**config.mk**
```make
export PLATFORM = sky130hd
export DESIGN_NAME = pll_reset_sequencer
export DESIGN_NICKNAME = d
export VERILOG_FILES = /design/src/rtl/pll_reset_sequencer.sv
export SDC_FILE = /design/constraint.sdc
export NUM_CORES = 1
export LEC_CHECK = 0
export CAP_MARGIN = 20
export CORE_UTILIZATION = 55
export DETAILED_ROUTE_END_ITERATION = 10
export GPL_TIMING_DRIVEN = 0
export HOLD_SLACK_MARGIN = 0.06
export PLACE_DENSITY_LB_ADDON = 0.2
export SLEW_MARGIN = 20
export SYNTH_ARGS = -nofsm -noshare
export SYNTH_HDL_FRONTEND = slang
export SYNTH_SLANG_ARGS = --single-unit
export TNS_END_PERCENT = 30
```
**constraint.sdc**
```tcl
create_clock -name refclk -period 4.85 [get_ports refclk]
set_input_delay 0.97 -clock refclk [delete_from_list [all_inputs] [get_ports refclk]]
set_output_delay 0.97 -clock refclk [all_outputs]
set_load 0.02 [all_outputs]
```
**src/rtl/pll_reset_sequencer.sv**
```systemverilog
// ----------------------------------------------------------------------------
// pll_reset_sequencer
//   Brings up a multi-output fabric PLL from its reference clock domain and
//   then releases the per-domain resets one at a time in index order. The PLL
//   is held in reset for a fixed time, then lock is awaited with a timeout.
//   Lock must then stay high for a qualification window. After that, domain
//   resets are released DOMAIN_GAP_CYCLES apart.
//   If lock is lost while domains are running or being released, everything
//   goes back into reset and the event is counted. Repeated lock timeouts
//   park the block in FAULT until a soft reset request arrives.
//
// Ports
//   refclk         in   PLL reference clock, the only clock of this block
//   rst            in   asynchronous active-high reset
//   pll_locked     in   raw PLL lock indicator (asynchronous)
//   soft_reset_req in   single-cycle request to restart the whole sequence
//   pll_rst        out  PLL reset, active-high
//   domain_rst     out  per-domain resets, bit i drives the outclk_i domain
//   all_ready      out  high only while every domain is out of reset (RUN)
//   fault          out  high only in FAULT
//   lock_lost_cnt  out  saturating count of lock-loss events
//   state_dbg      out  encoded FSM state
// ----------------------------------------------------------------------------
module pll_reset_sequencer #(
   parameter int NUM_DOMAINS         = 9,
   parameter int PLL_RST_CYCLES      = 64,
   parameter int LOCK_STABLE_CYCLES  = 1024,
   parameter int DOMAIN_GAP_CYCLES   = 16,
   parameter int LOCK_TIMEOUT_CYCLES = 1000000,
   parameter int MAX_RETRIES         = 3
) (
   input  logic                   refclk,
   input  logic                   rst,
   input  logic                   pll_locked,
   input  logic                   soft_reset_req,
   output logic                   pll_rst,
   output logic [NUM_DOMAINS-1:0] domain_rst,
   output logic                   all_ready,
   output logic                   fault,
   output logic [7:0]             lock_lost_cnt,
   output logic [2:0]             state_dbg
);

   // One shared timer serves PLL_RESET, WAIT_LOCK and LOCK_STABLE, so it is
   // sized for the largest of the three windows.
   localparam int TMR_MAX_A = (PLL_RST_CYCLES > LOCK_STABLE_CYCLES) ? PLL_RST_CYCLES : LOCK_STABLE_CYCLES;
   localparam int TMR_MAX   = (TMR_MAX_A > LOCK_TIMEOUT_CYCLES) ? TMR_MAX_A : LOCK_TIMEOUT_CYCLES;
   localparam int TMR_W     = $clog2(TMR_MAX + 1);
   localparam int GAP_W     = $clog2(DOMAIN_GAP_CYCLES + 1);
   localparam int IDX_W     = $clog2(NUM_DOMAINS + 1);
   localparam int RETRY_W   = $clog2(MAX_RETRIES + 1);

   typedef enum logic [2:0] {
      ST_PLL_RESET   = 3'd0,
      ST_WAIT_LOCK   = 3'd1,
      ST_LOCK_STABLE = 3'd2,
      ST_RELEASE     = 3'd3,
      ST_RUN         = 3'd4,
      ST_FAULT       = 3'd5
   } state_t;

   // Saturating 8-bit increment for the lock-loss counter.
   function automatic logic [7:0] sat_inc8(input logic [7:0] v);
      logic [7:0] r;
      if (v == 8'hFF) begin
         r = v;
      end else begin
         r = v + 8'd1;
      end
      return r;
   endfunction

   state_t                 state_r, state_s;
   logic [TMR_W-1:0]       timer_r, timer_s;
   logic [GAP_W-1:0]       gap_r, gap_s;
   logic [IDX_W-1:0]       idx_r, idx_s;
   logic [RETRY_W-1:0]     retry_r, retry_s;
   logic                   locked_meta_r, locked_sync_r;
   logic                   pll_rst_r, pll_rst_s;
   logic [NUM_DOMAINS-1:0] domain_rst_r, domain_rst_s;
   logic                   all_ready_r, all_ready_s;
   logic                   fault_r, fault_s;
   logic [7:0]             lost_cnt_r, lost_cnt_s;
   logic                   lock_lost_s;

   // Two-flop synchronizer for the asynchronous lock indicator.
   always_ff @(posedge refclk or posedge rst) begin
      if (rst) begin
         locked_meta_r <= 1'b0;
         locked_sync_r <= 1'b0;
      end else begin
         locked_meta_r <= pll_locked;
         locked_sync_r <= locked_meta_r;
      end
   end

   // FSM state, counters and registered outputs.
   always_ff @(posedge refclk or posedge rst) begin
      if (rst) begin
         state_r      <= ST_PLL_RESET;
         timer_r      <= '0;
         gap_r        <= '0;
         idx_r        <= '0;
         retry_r      <= '0;
         pll_rst_r    <= 1'b1;
         domain_rst_r <= '1;
         all_ready_r  <= 1'b0;
         fault_r      <= 1'b0;
         lost_cnt_r   <= 8'd0;
      end else begin
         state_r      <= state_s;
         timer_r      <= timer_s;
         gap_r        <= gap_s;
         idx_r        <= idx_s;
         retry_r      <= retry_s;
         pll_rst_r    <= pll_rst_s;
         domain_rst_r <= domain_rst_s;
         all_ready_r  <= all_ready_s;
         fault_r      <= fault_s;
         lost_cnt_r   <= lost_cnt_s;
      end
   end

   // Next-state, counter and output decode. Outputs are derived from the
   // next state so the registered outputs always agree with state_r.
   always_comb begin
      state_s      = state_r;
      timer_s      = timer_r;
      gap_s        = gap_r;
      idx_s        = idx_r;
      retry_s      = retry_r;
      domain_rst_s = domain_rst_r;
      lost_cnt_s   = lost_cnt_r;
      pll_rst_s    = 1'b1;
      all_ready_s  = 1'b0;
      fault_s      = 1'b0;

      // Lock loss only matters once domains have started coming out of reset.
      lock_lost_s = !locked_sync_r && ((state_r == ST_RELEASE) || (state_r == ST_RUN));

      case (state_r)
         ST_PLL_RESET: begin
            if (timer_r == TMR_W'(PLL_RST_CYCLES - 1)) begin
               state_s = ST_WAIT_LOCK;
               timer_s = '0;
            end else begin
               timer_s = timer_r + TMR_W'(1);
            end
         end
         ST_WAIT_LOCK: begin
            if (locked_sync_r) begin
               state_s = ST_LOCK_STABLE;
               timer_s = '0;
            end else if (timer_r == TMR_W'(LOCK_TIMEOUT_CYCLES - 1)) begin
               timer_s = '0;
               retry_s = retry_r + RETRY_W'(1);
               if (retry_r == RETRY_W'(MAX_RETRIES - 1)) begin
                  state_s = ST_FAULT;
               end else begin
                  state_s = ST_PLL_RESET;
               end
            end else begin
               timer_s = timer_r + TMR_W'(1);
            end
         end
         ST_LOCK_STABLE: begin
            if (!locked_sync_r) begin
               state_s = ST_WAIT_LOCK;
               timer_s = '0;
            end else if (timer_r == TMR_W'(LOCK_STABLE_CYCLES - 1)) begin
               state_s = ST_RELEASE;
               timer_s = '0;
               retry_s = '0;
               idx_s   = '0;
               gap_s   = '0;
            end else begin
               timer_s = timer_r + TMR_W'(1);
            end
         end
         ST_RELEASE: begin
            if (gap_r == GAP_W'(DOMAIN_GAP_CYCLES - 1)) begin
               gap_s        = '0;
               idx_s        = idx_r + IDX_W'(1);
               domain_rst_s = domain_rst_r & ~(NUM_DOMAINS'(1) << idx_r);
               if (idx_r == IDX_W'(NUM_DOMAINS - 1)) begin
                  state_s = ST_RUN;
               end else begin
                  state_s = ST_RELEASE;
               end
            end else begin
               gap_s = gap_r + GAP_W'(1);
            end
         end
         ST_RUN: begin
            state_s = ST_RUN;
         end
         ST_FAULT: begin
            state_s = ST_FAULT;
         end
         default: begin
            state_s = ST_PLL_RESET;
            timer_s = '0;
         end
      endcase

      // Lock loss and soft reset both abort to PLL_RESET; lock loss takes
      // precedence so a coincident request still gets counted exactly once.
      if (lock_lost_s || soft_reset_req) begin
         state_s = ST_PLL_RESET;
         timer_s = '0;
         retry_s = '0;
         gap_s   = '0;
         idx_s   = '0;
         if (lock_lost_s) begin
            lost_cnt_s = sat_inc8(lost_cnt_r);
         end else begin
            lost_cnt_s = lost_cnt_r;
         end
      end else begin
         lost_cnt_s = lost_cnt_r;
      end

      // Domain resets: all asserted outside RELEASE/RUN, all clear in RUN.
      if (state_s == ST_RUN) begin
         domain_rst_s = '0;
      end else if (state_s != ST_RELEASE) begin
         domain_rst_s = '1;
      end else begin
         domain_rst_s = domain_rst_s;
      end

      pll_rst_s   = (state_s == ST_PLL_RESET) || (state_s == ST_FAULT);
      all_ready_s = (state_s == ST_RUN);
      fault_s     = (state_s == ST_FAULT);
   end

   assign pll_rst       = pll_rst_r;
   assign domain_rst    = domain_rst_r;
   assign all_ready     = all_ready_r;
   assign fault         = fault_r;
   assign lock_lost_cnt = lost_cnt_r;
   assign state_dbg     = state_r;

endmodule
```
==> metrics.md <==
| Metric | Value |
|---|---|
| Layout cells sized above 1 | `10.51%` |
| H-tree Lvls | `2` |
| Syn Inst Count | `319` |
| Clock insertion delay at the later pin of the skew report | `310 ps` |
| Nature of the critical path endpoint | `register` |
| Vias in the first global route | `2500` |
| Vias post-DR | `2455` |
| Status | `finished clean` |
| Dpl ws | `2257 ps` |
| Seq pwr share | `60.8%` |
| Clock buffer count from CTS | `5` |
| Sw Ratio | `21.68%` |
| Setup TNS | `0 ps` |
| Asr flop ratio synth | `100.0%` |
| Period utilisation layout | `53.68%` |
| Syn Area/Cell | `9.696 um^2` |
| RSZ-0062 raised after global routing | `false` |
| Maximum clock rate | `0.3841 GHz` |
| Core box area | `0.005270 mm^2` |
| Sequential area share after synthesis | `45.71%` |
| Worst Tran Pin Value | `847.0 ps` |
| Clk network pwr share | `35.5%` |
| Starting DRT DRC Count | `209` |
| Final ANT Viol Nets | `0` |
| CP max FO | `10` |
| Starting Density | `58.69%` |
| Placed cells | `414` |
| Clock transition at path regs | `90 ps` |
| Startpoint Class | `register` |
| Required time of the critical path | `5060 ps` |
| Fin Hold WS | `365.1 ps` |
| P_sw | `168.6 uW` |
| Die Ht | `76.99 um` |
| PwrDens | `220.0 mW/mm^2` |
| Crit Path Class | `reg2reg` |
| Hold Buf Count CTS | `0` |
| Clock Tree Buf Depth | `2` |
| Max-Cap Viols | `0` |
| Max transition margin | `43.54%` |
| Routed length per instance | `14.71 um` |
| EDFF count, synth | `0` |
| Clock sink count | `56` |
| Final core occ | `67.05%` |
| Post-synth cell types | `61` |
| Synth top area share | `37.22%` |
| First-pass GRT wire length | `11270 um` |
| Initial antenna violation count | `0` |
| Top FF cell, synth | `dfrtp_1` |
| Syn_nets | `333` |
| Final setup fails | `0` |
| Peak VDD IR | `0.1756 mV` |
| Final Hold Fails | `0` |
| FF+latch count, synth | `56` |
| DP HPWL | `4484 um` |
| Leakage | `0.001499 uW` |
| Yosys warns | `0` |
| Final WL | `6208 um` |
| Post-Layout Cell Count | `422` |
| Final WS setup | `2246 ps` |
| Largest net degree at the start of global routing | `57` |
| Clock root cell | `clkbuf_8` |
| Antenna cells | `0` |
| Die width | `76.99 um` |
| Final Critical Period | `2604 ps` |
| Via-to-Cell Ratio | `5.818` |
| DRC viols | `0` |
| CTS resizes | `0` |
| Slew Viols, Final | `0` |
| Grt total ovfl | `0` |
| Nets@finish | `365` |
| Die Area | `0.005927 mm^2` |
| Power Internal | `608.8 uW` |
| GRT Util Overall | `23.89%` |
| Hold WC Path Type | `reg2reg` |
| R2R setup slack | `2250 ps` |
| Postcts setup bufs | `0` |
| Pre-antenna DRT Iters | `4` |
| Port bufs | `25` |
| Worst EP arrival | `2810 ps` |
| Largest area contributor in the netlist | `dfrtp_1` |
| Ports | `27` |
| Area contributors post-synth | `dfrtp_1 37%, dfstp_2 8.5%, ha_1 4.0%, xnor2_1 4.0%, nand2_1 3.6%` |
| Area Growth Syn to Fin | `14.24%` |
| Synth Cell Area | `0.003093 mm^2` |
| Worst Clk Skew | `6.736 ps` |
| Routability congestion estimate | `0.8619` |
| Part of the power in combinational logic | `3.8%` |
| # rows | `26` |
| CTS tree | `yes` |
==> registers in the layout, indices dropped and copies added, names as in the netlist <==
name	count
all_ready	1
domain_rst	9
fault	1
gap_r	5
idx_r	4
lock_lost_cnt	8
locked_meta_r	1
locked_sync_r	1
pll_rst	1
retry_r	2
state_dbg	3
timer_r	20
==> metal layers <==
layer  GRT usage [%]  vias up  wire length (um)
met5               0        -                 0
met4           8.679        0                89
met3           4.643       11               294
met2           37.05       68              2763
met1           33.36     1171              3060
li1                -     1205                 -
==> cells by family after synthesis <==
| group | Yosys count | synth area share (%) |
|---|---|---|
| compound gates | 75 | 17.40 |
| xor+xnor | 21 | 5.947 |
| fa+ha+maj | 10 | 4.045 |
| buf+inv | 28 | 4.086 |
| flops | 56 | 45.71 |
| mux | 3 | 1.011 |
| simple gates | 126 | 21.80 |
==> critical path: stages (launching register included) <==
cell and delay (ps):
dfrtp_1 380, buf_6 140, or4b_4 540, nor4_4 440, a21oi_2 140, o311ai_4 400, buf_6 190, o22ai_1 90
a21o_1 180
==> power groups by stage <==
stage / Clock (uW) / Sequential, uW / Combinational [uW]
after floorplan: 0 / 480 / 21.4
after global placement: 0 / 481 / 29.1
after detailed placement: 0 / 481 / 30.2
after CTS: 285 / 472 / 30.2
after global routing: 303 / 473 / 33.5
final: 276 / 472 / 29.2
==> path summary, 6_finish.rpt <==
path                               start            end  cells after the start
min                        locked_meta_r  locked_sync_r                      0
max in group asynchronous            rst       idx_r[0]                      2
min in group asynchronous            rst    timer_r[19]                      2
min reg2reg                locked_meta_r  locked_sync_r                      0
max                          timer_r[12]     timer_r[2]                      8
max reg2reg                  timer_r[12]     timer_r[2]                      8
==> synthesized netlist by cell type, types with 2 or more instances <==
cell,n
dfrtp_1,46
nand2_1,30
nor2_1,30
inv_1,17
xnor2_1,14
o21ai_0,12
o21a_1,11
dfstp_2,10
ha_1,10
a21oi_1,9
a31oi_1,9
nand4_1,8
nor3_1,8
nand3_1,7
xor2_1,7
a21boi_0,6
clkbuf_1,6
nand2b_1,6
and3_1,5
or3_1,5
a21o_1,4
and2_1,4
nor4_1,4
o22ai_1,4
nand4b_1,3
or4_1,3
a21oi_2,2
buf_2,2
buf_6,2
mux2i_1,2
o2111ai_1,2
o31ai_1,2
==> cell usage in the layout (no fill, tap or decap), drive strengths merged, types with 7 or more instances in the layout <==
| cell type | netlist | layout |
|---|---|---|
| dfrtp | 46 | 46 |
| nor2 | 31 | 31 |
| nand2 | 30 | 30 |
| clkdlybuf4s50 | 0 | 25 |
| inv | 17 | 17 |
| xnor2 | 14 | 14 |
| clkbuf | 6 | 14 |
| o21ai | 12 | 12 |
| o21a | 11 | 11 |
| a21oi | 11 | 11 |
| ha | 10 | 10 |
| dfstp | 10 | 10 |
| a31oi | 9 | 9 |
| nand4 | 8 | 8 |
| nor3 | 8 | 8 |
| nand3 | 7 | 7 |
| xor2 | 7 | 7 |
==> metrics by stage <==
| stage | cell area [um^2] | power, uW |
|---|---|---|
| 5_1_grt | 3533 | 809.5 |
| 3_5_place_dp | 3433 | 511.2 |
| 2_1_floorplan | 3093 | 501.9 |
| 6_report | 3533 | 777.3 |
| 4_1_cts | 3533 | 787.2 |
| 3_3_place_gp | 3431 | 509.9 |
==> area by class of cell <==
cell class              instances  area [um^2]
plain buffers                  11        62.56
clock buffers                   8        100.1
fillers                       423         1737
inverters                      17        66.31
multi-input cells             235         1553
flip-flops and latches         56         1414
well taps                      70        87.58
repair buffers                 25        250.2
(Power assumes the default switching activity.)
